`src/rtl/tow_pkg.sv`:
```
// Shared types and constants for the tug-of-war playfield.
package tow_pkg;

  typedef enum logic {PLAY, SERVE} field_state_t;

  localparam int unsigned NUM_LIGHTS_DEFAULT = 9;

  // Middle light of an odd-length row.
  function automatic int unsigned center_of(int unsigned num_lights);
    return (num_lights - 1) / 2;
  endfunction

endpackage

```
`src/rtl/key_edge.sv`:
```
// Two-flop synchronizer for a raw asynchronous key, plus a one-cycle rising-edge pulse.
module key_edge (
  input  logic clk,
  input  logic reset,
  input  logic key_raw,
  output logic level_sync,
  output logic press
);

  logic s1_q, s2_q, s3_q;

  always_ff @(posedge clk or posedge reset) begin
    if (reset) begin
      s1_q <= 1'b0;
      s2_q <= 1'b0;
      s3_q <= 1'b0;
    end else begin
      s1_q <= key_raw;
      s2_q <= s1_q;
      s3_q <= s2_q;
    end
  end

  assign level_sync = s2_q;
  assign press      = s2_q & ~s3_q;

endmodule

```
`src/rtl/tug_of_war_field.sv`:
```
// Tug-of-war playfield: conditions both keys, walks one lit position along the LED row and
// pulses win_l / win_r for a single cycle when a player pulls the light off their end.
module tug_of_war_field
  import tow_pkg::*;
#(
  parameter int unsigned NUM_LIGHTS = NUM_LIGHTS_DEFAULT
) (
  input  logic                  clk,
  input  logic                  reset,
  input  logic                  enable,
  input  logic                  key_l,
  input  logic                  key_r,
  output logic [NUM_LIGHTS-1:0] leds,
  output logic                  win_l,
  output logic                  win_r
);

  localparam int unsigned POS_W = $clog2(NUM_LIGHTS);

  localparam logic [POS_W-1:0] LastPos   = POS_W'(NUM_LIGHTS - 1);
  localparam logic [POS_W-1:0] CenterPos = POS_W'(center_of(NUM_LIGHTS));

  if ((NUM_LIGHTS < 3) || ((NUM_LIGHTS % 2) == 0)) begin : g_bad_num_lights
    $error("tug_of_war_field: NUM_LIGHTS must be odd and >= 3");
  end

  logic level_l, level_r;
  logic press_l, press_r;

  key_edge u_key_l (
    .clk        (clk),
    .reset      (reset),
    .key_raw    (key_l),
    .level_sync (level_l),
    .press      (press_l)
  );

  key_edge u_key_r (
    .clk        (clk),
    .reset      (reset),
    .key_raw    (key_r),
    .level_sync (level_r),
    .press      (press_r)
  );

  // Simultaneous presses cancel each other out.
  logic pull_l, pull_r;
  assign pull_l = press_l & ~press_r;
  assign pull_r = press_r & ~press_l;

  field_state_t     state_q, state_d;
  logic [POS_W-1:0] pos_q, pos_d;
  logic             win_l_q, win_l_d;
  logic             win_r_q, win_r_d;

  always_ff @(posedge clk or posedge reset) begin
    if (reset) begin
      state_q <= PLAY;
      pos_q   <= CenterPos;
      win_l_q <= 1'b0;
      win_r_q <= 1'b0;
    end else begin
      state_q <= state_d;
      pos_q   <= pos_d;
      win_l_q <= win_l_d;
      win_r_q <= win_r_d;
    end
  end

  always_comb begin
    state_d = state_q;
    pos_d   = pos_q;
    win_l_d = 1'b0;
    win_r_d = 1'b0;
    unique case (state_q)
      PLAY: begin
        if (enable) begin
          if (pull_l) begin
            if (pos_q == LastPos) begin
              win_l_d = 1'b1;
              state_d = SERVE;
            end else begin
              pos_d = pos_q + 1'b1;
            end
          end else if (pull_r) begin
            if (pos_q == '0) begin
              win_r_d = 1'b1;
              state_d = SERVE;
            end else begin
              pos_d = pos_q - 1'b1;
            end
          end
        end
      end
      SERVE: begin
        // Wait until both keys are released so a held key cannot score in the next round.
        if (!level_l && !level_r) begin
          state_d = PLAY;
          pos_d   = CenterPos;
        end
      end
    endcase
  end

  always_comb begin
    leds = '0;
    if (state_q == PLAY) begin
      leds[pos_q] = 1'b1;
    end
  end

  assign win_l = win_l_q;
  assign win_r = win_r_q;

endmodule

```
`config.mk`:
```
export PLATFORM = sky130hd
export DESIGN_NAME = tug_of_war_field
export DESIGN_NICKNAME = d
export VERILOG_FILES = /design/src/rtl/tow_pkg.sv /design/src/rtl/key_edge.sv /design/src/rtl/tug_of_war_field.sv
export SDC_FILE = /design/constraint.sdc
export NUM_CORES = 1
export LEC_CHECK = 0
export CAP_MARGIN = 20
export CORE_MARGIN = 3
export CORE_UTILIZATION = 48
export CTS_CLUSTER_SIZE = 10
export DETAILED_ROUTE_END_ITERATION = 7
export GPL_ROUTABILITY_DRIVEN = 0
export PLACE_DENSITY = 0.73
export SYNTH_ARGS = -nofsm -noshare
export SYNTH_HDL_FRONTEND = slang
export SYNTH_HIERARCHICAL = 1
export SYNTH_SLANG_ARGS = --single-unit
```
`constraint.sdc`:
```
create_clock -name clk -period 2.4 [get_ports clk]
set_input_delay 0.6 -clock clk [delete_from_list [all_inputs] [get_ports clk]]
set_output_delay 0.6 -clock clk [all_outputs]
set_load 0.01 [all_outputs]
```
======== After elaboration in Yosys (flattened, before gate mapping) ========
Index checks and enable logic that the tools add are counted.
word-level totals
  bits in read-only memories .............. 0
  bits in writable memories ............... 0
  latch bits .............................. 0
  output and inout bits ................... 11
  memories kept ........................... 0
  flip-flop bits (word level) ............. 13
  bits of input ports ..................... 5
operators by class
  bitwise gates (word level) .............. 9
  equal/unequal tests ..................... 6
  shifts and indexed selects .............. 0
  order comparisons ....................... 2
  divide/modulo/power cells ............... 0
  multiply operators ...................... 0
  muxes and demuxes ....................... 23
  add/sub/neg operators ................... 2
  reduce and logical (&&, ||, !) cells .... 6
operator list
  operator                                                                              number
  4-bit two-way mux                                                                     6
  1-bit two-way mux                                                                     13
  9-bit two-way mux                                                                     1
  3-bit != test (second input constant)                                                 3
  4-bit case mux with 2 select lines                                                    1
  4-bit by 5-bit < comparator with 1-bit output (second input constant)                 1
  1-bit NOT                                                                             5
  5-bit AND reduction                                                                   1
  4-bit by 1-bit adder with 4-bit output (second input constant)                        1
  1-bit bitwise AND                                                                     4
  1-bit demux with 4-bit select                                                         1
  4-bit == test (second input constant)                                                 1
  4-bit by 1-bit greater-or-equal comparator with 1-bit output (second input constant)  1
  4-bit logical NOT                                                                     1
  4-bit by 1-bit subtractor with 4-bit output (second input constant)                   1
  1-bit logical AND                                                                     2
  1-bit logical NOT                                                                     2
  2-bit by 1-bit != test with 1-bit output (second input constant)                      1
  2-bit != test (second input constant)                                                 1
  1-bit case mux with 2 select lines                                                    1

======== Depth between registers and ports, before layout ========
Gate-level depths: netlist of the first run.
  word-level depth ........................ 8
  gate-level depth with buffers ........... 10
  gate-level depth less buffers ........... 10

======== Hierarchy ========
The synthesis of the first run kept the hierarchy.
modules (own cells, without submodules)
  module            sequential area each (um^2)  times used  area each (um^2)  cells each
  tug_of_war_field  176.4                        1           540.5             63
  key_edge          75.1                         2           92.6              5

======== Worst setup path after synthesis of the first run ========
Ideal clock, no wire load.
  kind .................................... register to register
  start point ............................. register u_key_r.s2_q (netlist: u_key_r/level_sync)
  end point ............................... register pos_q[3]
  buffers on the path ..................... 0
  path slack .............................. 341 ps
  stages on the path, launching flop included .. 11
  required time ........................... 2278 ps
  arrival time ............................ 1937 ps
  path through ............................ dfrtp_1 > nor2b_4 > inv_1 > ha_1 > inv_1 > ha_1 > a21o_2 > a21oi_1 > xnor2_1 > o21ai_1 > a32o_1
on the way
  word-level cells in the longest chain between the ends .. 6
  elaborated cells on any way between the ends .. 14
  those cells by class .................... 4 x eq/ne; 3 x mux; 4 x bitwise; 3 x reduce/logical
ends and longest elaborated chain
  item                                line                    text
  from (decl)                         key_edge.sv:10          logic s1_q, s2_q, s3_q;
  from (signal assigned)              key_edge.sv:19          s2_q <= s1_q;
  1-bit bitwise AND *                 key_edge.sv:25          assign press = s2_q & ~s3_q;
  via press_r                         tug_of_war_field.sv:28  logic press_l, press_r;
  1-bit NOT                           tug_of_war_field.sv:48  assign pull_l = press_l & ~press_r;
  1-bit bitwise AND                   tug_of_war_field.sv:48
  4-bit two-way mux                   tug_of_war_field.sv:78  if (pull_l) begin
  4-bit two-way mux                   tug_of_war_field.sv:77  if (enable) begin
  4-bit case mux with 2 select lines  tug_of_war_field.sv:75  unique case (state_q)
  to (signal assigned)                tug_of_war_field.sv:59  pos_q <= CenterPos;
  to (signal assigned)                tug_of_war_field.sv:64  pos_q <= pos_d;
  to (decl)                           tug_of_war_field.sv:52  logic [POS_W-1:0] pos_q, pos_d;
The timed path passes the listed nets; every way through them passes the cells marked *. The select of a mux whose other input is x is not followed.
A chain may end at the register's enable or synchronous reset.

======== Worst setup path after layout of the first run ========
  start point ............................. register pos_q[1]
  end point ............................... output port leds[8]
on the way
  word-level cells in the longest chain between the ends .. 5
  elaborated cells on any way between the ends .. 6
  those cells by class .................... 2 x order compare; 3 x mux; 1 x reduce/logical
ends and longest elaborated chain
  item                                                                                                                                                 line                     text
  4-bit by 5-bit < comparator with 1-bit output (implied by the code) or 4-bit by 1-bit greater-or-equal comparator with 1-bit output (tied branches)  tug_of_war_field.sv:108  leds[pos_q] = 1'b1;
  1-bit logical AND (implied by the code)                                                                                                              tug_of_war_field.sv:108
  1-bit two-way mux (implied by the code)                                                                                                              tug_of_war_field.sv:108
  1-bit demux with 4-bit select *                                                                                                                      tug_of_war_field.sv:108
  9-bit two-way mux *                                                                                                                                  tug_of_war_field.sv:107  if (state_q == PLAY) begin
  to (decl)                                                                                                                                            tug_of_war_field.sv:13   output logic [NUM_LIGHTS-1:0] leds,
Every way passes the cells marked *; elsewhere a longest branch is shown, timed or not.

==> results.py, run 1 <==
metrics = {
    "cts": {
        "clk-insertion-delay-late_ns": 0.27,
        "tritoncts.num_buffers": 3,
        "cts-root-to-sink-buffers": 2,
        "tritoncts_clock_tree": "done",
        "h-tree-depth": 1,
        "cts_hold_repair.buffers": 0,
        "cts.clk_slew.worst_paths_ns": 0.08,
        "clockRootBuffer": "clkbuf_4",
        "postCtsSetupRepairBufs": 0,
        "total_clock_sinks": 13,
    },
    "finish": {
        "diodes": 0,
        "drive_above_1_share": 0.2105,
        "num-nets-final": 106,
        "syn_to_final_growth_pct": 29.48,
        "fin_area_sq_um": 939.7,
        "fin_cells": 110,
    },
    "timing": {
        "setup_repair_after_global_routing_missed_its_margin": "false",
        "tightest_slew_ns": 0.2868,
        "clock.fmax_ghz": 0.4490,
        "finalWorstSetupSlack_ns": 0.1728,
        "timing_hold_violations_final": 0,
        "final_period_minus_worst_setup_slack_ns": 2.227,
        "worst_clock_skew_ns": 0.001377,
        "drv_slew": 0,
        "setup-tns-final_ns": 0,
        "worst_slew_margin_relative_to_its_limit": 0.8078,
        "setup_violations": 0,
        "final_min_period_over_clock_period": 0.9280,
    },
    "critical_path": {
        "category_of_the_most_critical_setup_path": "reg2out",
        "rr_worst_depth": 10,
        "arrival_ns": 1.63,
        "worstSetupStartpoint": "pos_q[1]$_DFFE_PP0P_",
        "critPathCaptureType": "output port",
        "critPathLaunchType": "flip-flop",
        "cp_data_required_time_ns": 1.80,
        "reg2reg_from": "u_key_r/level_sync$_DFF_PP0_",
        "worst-path-max-fanout": 7,
    },
    "power": {
        "p_sw_frac": 0.3873,
        "power_frac_comb": 0.487,
        "static-leakage-power_nw": 0.4653,
        "internal-power_mw": 0.5428,
        "max-vdd-ir-drop_mv": 0.6201,
        "p_per_area_mw_per_mm2": 942.8,
        "pwr-share-clk": 0.148,
        "power_switching_mw": 0.3431,
        "part_of_the_total_power_dissipated_in_sequential_elements": 0.364,
    },
    "synthesis": {
        "netlist-cell-type-count": 25,
        "synth_fp_nets": 83,
        "area_share_of_the_largest_cell_type_after_synthesis": 0.4138,
        "postSynthRegisterBits": 13,
        "synth_adder_area_share": 0.09655,
        "post_synth.cell_area_avg_sq_um": 9.941,
        "post_synth_and_or_nand_nor_area_fraction": 0.2586,
        "syn_inst": 73,
        "synth_area_leaders": "dfrtp_1, ha_1, nor2_1, inv_1, nor2b_4",
        "main_combinational_cell_family_by_area_after_synthesis": "simple AND/OR/NAND/NOR gates",
        "sequential_cell_area_fraction_in_the_yosys_report": 0.4500,
        "synth_mux_area_frac": 0.02069,
        "synth_top_area_cell": "dfrtp_1",
        "synth_warnings": 6,
        "post_synth_xor_area_fraction": 0.02414,
        "post_synth_instance_area_sq_um": 725.7,
        "share_of_the_synthesized_area_in_compound_gates_ao_oa_aoi_oai": 0.08103,
    },
    "placed_design": {
        "port_buffers": 15,
        "place.detailed.instances": 106,
        "place.detailed.hpwl_mm": 1.138,
        "postPlaceCellArea_sq_um": 915.9,
        "dp_worst_setup_slack_ns": 0.1625,
    },
    "global_route": {
        "antenna_found_initial": 0,
        "globalRouteTotalUtil": 0.1686,
        "first_global_vias": 562,
        "grt_first_pass_wirelength_mm": 2.394,
        "pin_count_of_the_biggest_net_entering_global_routing": 9,
        "grt_overflow": 0,
    },
    "route": {
        "drt-wirelength-per-cell_um": 11.94,
        "first_iter_violations": 7,
        "via_per_inst": 5.155,
        "vias": 567,
        "finalWirelength_mm": 1.313,
        "first_pass_iters": 4,
        "drt_drc_violations_left": 0,
        "drtAntennaViolNets": 0,
    },
    "die": {
        "die_area_sq_mm": 0.002014,
        "starting_utilization_of_the_core_area": 0.5311,
        "core_region_area_sq_mm": 0.001366,
        "boundaryPins": 16,
        "die_height_um": 44.88,
        "die-width_um": 44.88,
        "rows": 13,
    },
    "worst_hold_path": {
        "min_path_cells": 0,
        "hold_path_startpoint": "u_key_l/s1_q$_DFF_PP0_",
        "min_path_type": "reg2reg",
    },
    "flow_run": {
        "maxCapViolCount": 0,
    },
    "run_status": {
        "run_status": "finished, final reports clean",
    },
}
-- final timing paths --
path | endpoint | slack (ns)
max | leds[8] | 0.17
min | u_key_l/level_sync$_DFF_PP0_ | 0.35
max reg2reg | pos_q[3]$_DFFE_PP0P_ | 0.25
min reg2reg | u_key_l/level_sync$_DFF_PP0_ | 0.35
max in group asynchronous | pos_q[2]$_DFFE_PP1P_ | 1.52
min in group asynchronous | u_key_l/s3_q$_DFF_PP0_ | 0.53
-- cells in the final DEF, fill, tap and decap left out, drive strengths merged, types with 3 or more instances in the layout --
cell,netlist,final
a21oi,4,4
buf,2,5
clkbuf,0,3
clkdlybuf4s50,0,6
dfrtp,12,12
dlygate4sd2,0,9
ha,4,4
inv,9,9
nand2,5,5
nor2,13,13
nor3,4,4
o21ai,4,4
-- per-layer routing --
| metal | share of wire | GRT usage |
|---|---|---|
| met5 | 0 | 0 |
| met1 | 0.45 | 0.2041 |
| met2 | 0.47 | 0.2521 |
| met3 | 0.059 | 0.08367 |
| met4 | 0.018 | 0.07602 |
-- flip-flops by register name, summed over array words and instances (netlist names) --
| signal | cells |
|---|---|
| u_key_l/s3_q | 1 |
| win_l | 1 |
| win_r | 1 |
| u_key_r/s3_q | 1 |
| u_key_r/level_sync | 1 |
| u_key_r/s1_q | 1 |
| pos_q | 4 |
| u_key_l/s1_q | 1 |
| u_key_l/level_sync | 1 |
| state_q | 1 |
-- worst max-delay path, cell delays in order, from the launching register on --
cell and delay (ns):
dfrtp_1 0.45, or3_4 0.42, nor3b_1 0.20, dlygate4sd2_1 0.29
-- logic make-up (layout without fill, tap and decap cells) --
family	after synthesis	count (layout)
buf+inv	11	33
mux	1	1
xor+xnor	2	2
fa+ha+maj	5	5
compound gates	10	10
flops	13	13
simple gates	31	31
-- what timing repair did --
| item | in CTS | in global routing |
|---|---|---|
| endpoints found under the hold margin | 0 | 0 |
| endpoints found under the setup margin | 9 | 0 |
| resized for setup | 12 | 0 |
-- stage by stage --
stage          power [mW]    util  hold WS, ns
5_1_grt            0.9727  0.6877       0.3709
3_3_place_gp       0.7720  0.6703       0.3331
2_1_floorplan      0.6274       -       0.3312
3_5_place_dp       0.7862  0.6703       0.3355
4_1_cts            0.9003  0.6877       0.3597
6_report           0.8859  0.6877       0.3526
-- synthesized netlist by cell type --
cell type,instances
nor3_1,3
nor2b_4,2
or3_1,1
nand3b_1,1
a21o_2,1
dfstp_2,1
a21oi_1,4
a32o_1,1
or3_4,1
mux2_4,1
xnor2_1,2
dfrtp_1,12
o21ai_1,3
nor3b_1,2
o21ai_0,1
nor3_2,1
and3_1,1
nor2_1,13
inv_1,9
nand2_1,5
fa_1,1
ha_1,4
buf_2,1
nor4_4,1
buf_6,1
-- layout make-up --
type | count | area, sq um
timing repair buffer | 20 | 176.4
tap | 15 | 18.77
sequential | 13 | 329.1
multi-input combinational | 49 | 354.1
clock buffer | 3 | 22.52
clock inverter | 1 | 5.005
inverter | 9 | 33.78
fill | 120 | 426.7
-- power by group through the flow --
stage	Combinational (mW)	Clock, mW	Sequential [mW]
finish	0.432	0.131	0.323
global route	0.492	0.152	0.329
CTS	0.439	0.139	0.322
detailed placement	0.463	0	0.323
global placement	0.452	0	0.320
floorplan	0.320	0	0.308
Note: power is estimated with default switching activity, not from simulation.
==> inputs of run 2 (changes only) <==
--- a/config.mk
+++ b/config.mk
@@ -6,13 +6,16 @@
 export NUM_CORES = 1
 export LEC_CHECK = 0
 export CAP_MARGIN = 20
+export CELL_PAD_IN_SITES_DETAIL_PLACEMENT = 0
+export CELL_PAD_IN_SITES_GLOBAL_PLACEMENT = 1
 export CORE_MARGIN = 3
-export CORE_UTILIZATION = 48
+export CORE_UTILIZATION = 36
 export CTS_CLUSTER_SIZE = 10
 export DETAILED_ROUTE_END_ITERATION = 7
-export GPL_ROUTABILITY_DRIVEN = 0
-export PLACE_DENSITY = 0.73
+export GPL_ROUTABILITY_DRIVEN = 1
+export PLACE_DENSITY = 0.72
 export SYNTH_ARGS = -nofsm -noshare
 export SYNTH_HDL_FRONTEND = slang
 export SYNTH_HIERARCHICAL = 1
 export SYNTH_SLANG_ARGS = --single-unit
+export TNS_END_PERCENT = 100
==> results.py, run 2 (synthesized netlist as in run 1, its figures left out) <==
metrics = {
    "power": {
        "p_per_area_mw_per_mm2": 930.7,
        "static-leakage-power_nw": 0.5354,
        "power_switching_mw": 0.3478,
        "p_sw_frac": 0.3810,
        "internal-power_mw": 0.5652,
        "pwr-share-clk": 0.143,
        "power_frac_comb": 0.512,
        "max-vdd-ir-drop_mv": 0.5000,
        "part_of_the_total_power_dissipated_in_sequential_elements": 0.345,
    },
    "finish": {
        "multi_input_comb_area_sq_um": 356.6,
        "diodes": 0,
        "fin_area_sq_um": 980.9,
        "layout.cells.most_common_list": "nor2_1, dfrtp_1, inv_1, clkdlybuf4s50_1, buf_4",
        "number_of_flip_flops_under_the_largest_register_name": 4,
        "largest-register": "pos_q",
        "final.fill_count": 171,
        "num-nets-final": 107,
        "register_area_sq_um": 329.1,
        "drive_above_1_share": 0.2292,
        "mostFrequentLayoutCell": "nor2_1",
        "syn_to_final_growth_pct": 35.17,
    },
    "cts": {
        "cts-root-to-sink-buffers": 2,
        "cts_hold_repair.buffers": 0,
        "cts.clk_slew.worst_paths_ns": 0.08,
        "tritoncts_clock_tree": "done",
        "tritoncts.num_buffers": 3,
        "clk-insertion-delay-late_ns": 0.27,
        "clockRootBuffer": "clkbuf_4",
        "total_clock_sinks": 13,
        "h-tree-depth": 1,
    },
    "timing": {
        "worst_slew_margin_relative_to_its_limit": 0.8052,
        "timing_hold_violations_final": 0,
        "tightest_slew_ns": 0.2906,
        "clock.fmax_ghz": 0.4634,
        "setup_violations": 0,
        "drv_slew": 0,
        "final_min_period_over_clock_period": 0.8992,
        "worst_clock_skew_ns": 0.001599,
        "setup-tns-final_ns": 0,
        "final_period_minus_worst_setup_slack_ns": 2.158,
        "setup_repair_after_global_routing_missed_its_margin": "false",
    },
    "global_route": {
        "globalRouteTotalUtil": 0.1169,
        "pin_count_of_the_biggest_net_entering_global_routing": 9,
        "grt_first_pass_wirelength_mm": 2.208,
        "first_global_vias": 511,
        "antenna_found_initial": 0,
        "grt_overflow": 0,
    },
    "die": {
        "die_height_um": 50.90,
        "die-width_um": 50.90,
        "core_region_area_sq_mm": 0.001821,
        "starting_utilization_of_the_core_area": 0.3986,
        "boundaryPins": 16,
        "rows": 15,
        "die_area_sq_mm": 0.002590,
    },
    "worst_hold_path": {
        "min_path_cells": 0,
        "min_path_type": "reg2reg",
        "min_to": "u_key_r/level_sync$_DFF_PP0_",
        "hold_path_startpoint": "u_key_r/s1_q$_DFF_PP0_",
    },
    "critical_path": {
        "category_of_the_most_critical_setup_path": "reg2out",
        "cp_data_required_time_ns": 1.80,
        "regToRegEndpoint": "pos_q[3]$_DFFE_PP0P_",
        "worst-path-max-fanout": 4,
        "rr_worst_depth": 10,
        "reg2reg_setup_slack_ns": 0.31,
        "critPathCaptureType": "output port",
        "critPathLaunchType": "flip-flop",
        "slowest_stage": "or3_4",
        "cp_cell_sequence": "or3_4, nor3b_1, dlygate4sd2_1",
        "reg2reg_from": "u_key_r/level_sync$_DFF_PP0_",
        "arrival_ns": 1.56,
        "critPathMaxStageDelay_ns": 0.42,
    },
    "run_status": {
        "run_status": "finished, final reports clean",
    },
    "route": {
        "via_per_inst": 4.587,
        "finalWirelength_mm": 1.316,
        "first_iter_violations": 9,
        "first_pass_iters": 5,
        "vias": 555,
        "drt-wirelength-per-cell_um": 10.88,
        "drtAntennaViolNets": 0,
        "drt_drc_violations_left": 0,
    },
    "flow_run": {
        "maxCapViolCount": 0,
    },
    "placed_design": {
        "postPlaceCellArea_sq_um": 935.9,
        "port_buffers": 15,
        "gp_congestion": 0.8029,
        "place.detailed.hpwl_mm": 1.119,
    },
}
[run 2: cell count changes in the layout (fill, tap and decap cells not counted)]
cell            change
nor2_1              -1
dlymetal6s2s_1      +5
buf_4               +1
nor2_2              +1
dlygate4sd2_1       -5
[run 2: what timing repair did]
action                     in CTS  in global routing
setup endpoints to repair       7                  5
setup buffers                   0                  0
resized for setup               7                  6
[run 2: power groups by stage]
stage	registers [mW]	logic [mW]	clock network [mW]
6_report	0.315	0.467	0.131
3_5_place_dp	0.314	0.482	0
4_1_cts	0.313	0.476	0.137
3_3_place_gp	0.313	0.484	0
5_1_grt	0.322	0.516	0.154
2_1_floorplan	0.308	0.320	0
[run 2: worst max path at each step]
stage / startpoint / cells after the start / to / slack (ns)
floorplan: u_key_r/level_sync$_DFF_PP0_ / 10 / pos_q[3]$_DFFE_PP0P_ / 0.34
global placement: pos_q[0]$_DFFE_PP0P_ / 3 / leds[8] / 0.19
detailed placement: pos_q[3]$_DFFE_PP0P_ / 3 / leds[0] / 0.22
CTS: pos_q[3]$_DFFE_PP0P_ / 3 / leds[2] / 0.004
global route: state_q$_DFF_PP0_ / 5 / leds[4] / 0.12
finish: pos_q[0]$_DFFE_PP0P_ / 3 / leds[8] / 0.24
[run 2: layout make-up]
type,instances,area share
Clock buffer,3,0.02296
Clock inverter,1,0.005102
Inverter,9,0.03444
Multi-Input combinational cell,49,0.3635
Sequential cell,13,0.3355
Tap cell,25,0.03189
Timing Repair Buffer,21,0.2066
[run 2: per-layer routing]
layer | part of all wire | wire [um] | vias up | GRT usage
met5 | 0 | 0 | - | 0
met4 | 0.0084 | 11 | 0 | 0.02691
met3 | 0.056 | 74 | 2 | 0.05248
met2 | 0.44 | 585 | 14 | 0.1891
met1 | 0.49 | 644 | 252 | 0.1426
li1 | - | - | 287 | -
[run 2: stage by stage]
stage,power [mW],hold slack [ns],std cells,utilization,worst slack [ns]
6_report,0.9130,0.3651,121,0.5388,0.2419
5_1_grt,0.9917,0.3748,121,0.5388,0.1226
4_1_cts,0.9268,0.3700,121,0.5306,0.003882
3_5_place_dp,0.7965,0.3512,117,0.5141,0.2240
3_3_place_gp,0.7974,0.3314,117,0.5141,0.1879
2_1_floorplan,0.6274,0.3312,73,-,0.3412
[run 2: worst max-delay path: cells and delay by family (launching register included)]
kind / cells / cell delay, ns
buffers and inverters: 1 / 0.29
flip-flops: 1 / 0.38
AND/OR/NAND/NOR: 2 / 0.61
==> inputs of run 3 (changes only) <==
--- a/config.mk
+++ b/config.mk
@@ -5,10 +5,10 @@
 export SDC_FILE = /design/constraint.sdc
 export NUM_CORES = 1
 export LEC_CHECK = 0
+export ABC_CLOCK_PERIOD_IN_PS = 2400
 export CAP_MARGIN = 20
 export CELL_PAD_IN_SITES_DETAIL_PLACEMENT = 0
 export CELL_PAD_IN_SITES_GLOBAL_PLACEMENT = 1
-export CORE_MARGIN = 3
 export CORE_UTILIZATION = 36
 export CTS_CLUSTER_SIZE = 10
 export DETAILED_ROUTE_END_ITERATION = 7
==> results.py, run 3 (synthesized netlist as in run 1, its figures left out) <==
metrics = {
    "route": {
        "drt_drc_violations_left": 0,
        "first_pass_iters": 4,
        "via_per_inst": 4.694,
        "drtAntennaViolNets": 0,
        "drt-wirelength-per-cell_um": 11.80,
        "first_iter_violations": 5,
        "finalWirelength_mm": 1.428,
        "vias": 568,
    },
    "worst_hold_path": {
        "min_path_type": "reg2reg",
    },
    "finish": {
        "fin_cells": 121,
        "layout.cells.most_common_list": "nor2_1, dfrtp_1, inv_1, clkdlybuf4s50_1, buf_4",
        "number_of_flip_flops_under_the_largest_register_name": 4,
        "drive_above_1_share": 0.2292,
        "diodes": 0,
        "mostFrequentLayoutCell": "nor2_1",
        "largest-register": "pos_q",
        "syn_to_final_growth_pct": 34.14,
        "final.fill_count": 180,
        "multi_input_comb_area_sq_um": 359.1,
        "num-nets-final": 107,
        "final_util": 0.5403,
        "register_area_sq_um": 327.8,
    },
    "die": {
        "die-width_um": 46.90,
        "die_area_sq_mm": 0.002199,
        "starting_utilization_of_the_core_area": 0.4028,
        "rows": 15,
        "die_height_um": 46.90,
        "boundaryPins": 16,
        "core_region_area_sq_mm": 0.001802,
    },
    "power": {
        "p_sw_frac": 0.3845,
        "finalPower_mw": 0.9229,
        "p_per_area_mw_per_mm2": 948.1,
        "internal-power_mw": 0.5680,
        "max-vdd-ir-drop_mv": 0.4996,
        "static-leakage-power_nw": 0.4908,
        "power_switching_mw": 0.3549,
        "part_of_the_total_power_dissipated_in_sequential_elements": 0.338,
        "pwr-share-clk": 0.146,
        "power_frac_comb": 0.516,
    },
    "timing": {
        "tightest_slew_ns": 0.3633,
        "final_period_minus_worst_setup_slack_ns": 2.277,
        "worst_hold_slack_ns": 0.3588,
        "final_min_period_over_clock_period": 0.9489,
        "timing_hold_violations_final": 0,
        "worst_clock_skew_ns": 0.001926,
        "setup_repair_after_global_routing_missed_its_margin": "false",
        "setup_violations": 0,
        "setup-tns-final_ns": 0,
        "clock.fmax_ghz": 0.4391,
        "drv_slew": 0,
        "worst_slew_margin_relative_to_its_limit": 0.7565,
    },
    "placed_design": {
        "place.detailed.hpwl_mm": 1.144,
        "gp_congestion": 0.7242,
        "port_buffers": 15,
        "place.detailed.instances": 117,
    },
    "critical_path": {
        "cp_cell_sequence": "buf_4, nor2_2, nand2_2, nor2_1, clkdlybuf4s50_1",
        "category_of_the_most_critical_setup_path": "reg2out",
        "critPathCaptureType": "output port",
        "cpLargestDelayFamily": "buffers and inverters",
        "worst-path-max-fanout": 8,
        "cp.buffers_inverters": 2,
        "arrival_ns": 1.68,
        "reg2reg_setup_slack_ns": 0.30,
        "cp_data_required_time_ns": 1.80,
        "critPathLaunchType": "flip-flop",
        "critPathMaxStageDelay_ns": 0.53,
        "slowest_stage": "clkdlybuf4s50_1",
    },
    "global_route": {
        "antenna_found_initial": 0,
        "globalRouteTotalUtil": 0.1502,
        "pin_count_of_the_biggest_net_entering_global_routing": 9,
        "grt_first_pass_wirelength_mm": 2.242,
        "grt_overflow": 0,
        "first_global_vias": 504,
    },
    "cts": {
        "tritoncts_clock_tree": "done",
        "cts.clk_slew.worst_paths_ns": 0.08,
        "postCtsSetupRepairBufs": 0,
        "tritoncts.num_buffers": 3,
        "clockRootBuffer": "clkbuf_4",
        "total_clock_sinks": 13,
        "cts-root-to-sink-buffers": 2,
        "h-tree-depth": 1,
        "clk-insertion-delay-late_ns": 0.27,
    },
    "flow_run": {
        "maxCapViolCount": 0,
    },
    "run_status": {
        "run_status": "finished, final reports clean",
    },
}
-- run 3: cell count changes in the layout (fill, tap and decap cells not counted) --
cell and delta:
clkdlybuf4s50_1 +2, dfrtp_1 +1, dfrtp_2 -1, dlygate4sd2_1 +1
dlymetal6s2s_1 -3, nand2_1 -1, nand2_2 +1
-- run 3: per-layer routing --
layer	share of wire	GRT usage
met3	0.035	0.05769
met4	0	0.01714
met1	0.49	0.2062
met2	0.47	0.2333
met5	0	0
-- run 3: timing repair --
action,4_1_cts,5_1_grt
resized for setup,7,4
endpoints found under the setup margin,5,4
hold buffers,0,0
-- run 3: path summary, 6_finish.rpt --
| check | startpoint | to | cells past startpoint |
|---|---|---|---|
| min in group asynchronous | reset | u_key_l/s3_q$_DFF_PP0_ | 2 |
| setup / recovery | state_q$_DFF_PP0_ | leds[5] | 5 |
| hold / removal | u_key_l/s1_q$_DFF_PP0_ | u_key_l/level_sync$_DFF_PP0_ | 0 |
| hold reg to reg | u_key_l/s1_q$_DFF_PP0_ | u_key_l/level_sync$_DFF_PP0_ | 0 |
| setup reg to reg | u_key_r/level_sync$_DFF_PP0_ | pos_q[3]$_DFFE_PP0P_ | 10 |
| max in group asynchronous | reset | pos_q[2]$_DFFE_PP1P_ | 2 |
-- run 3: layout make-up --
class                           instances  area share
Clock buffer                            3     0.02314
Timing Repair Buffer                   21      0.1992
Inverter                                9     0.03470
Tap cell                               25     0.03213
Clock inverter                          1    0.005141
Sequential cell                        13      0.3368
Multi-Input combinational cell         49      0.3689
-- run 3: stage by stage --
step	setup WS, ns	cell area (sq um)
CTS	0.008148	963.4
global placement	0.2351	935.9
floorplan	0.3412	725.7
finish	0.1225	973.4
global route	0.03139	973.4
detailed placement	0.2064	935.9
-- run 3: power by group through the flow --
stage	clock, mW	sequential [mW]	combinational, mW
3_5_place_dp	0	0.310	0.486
4_1_cts	0.140	0.309	0.477
5_1_grt	0.150	0.318	0.537
2_1_floorplan	0	0.308	0.320
3_3_place_gp	0	0.309	0.484
6_report	0.135	0.312	0.476
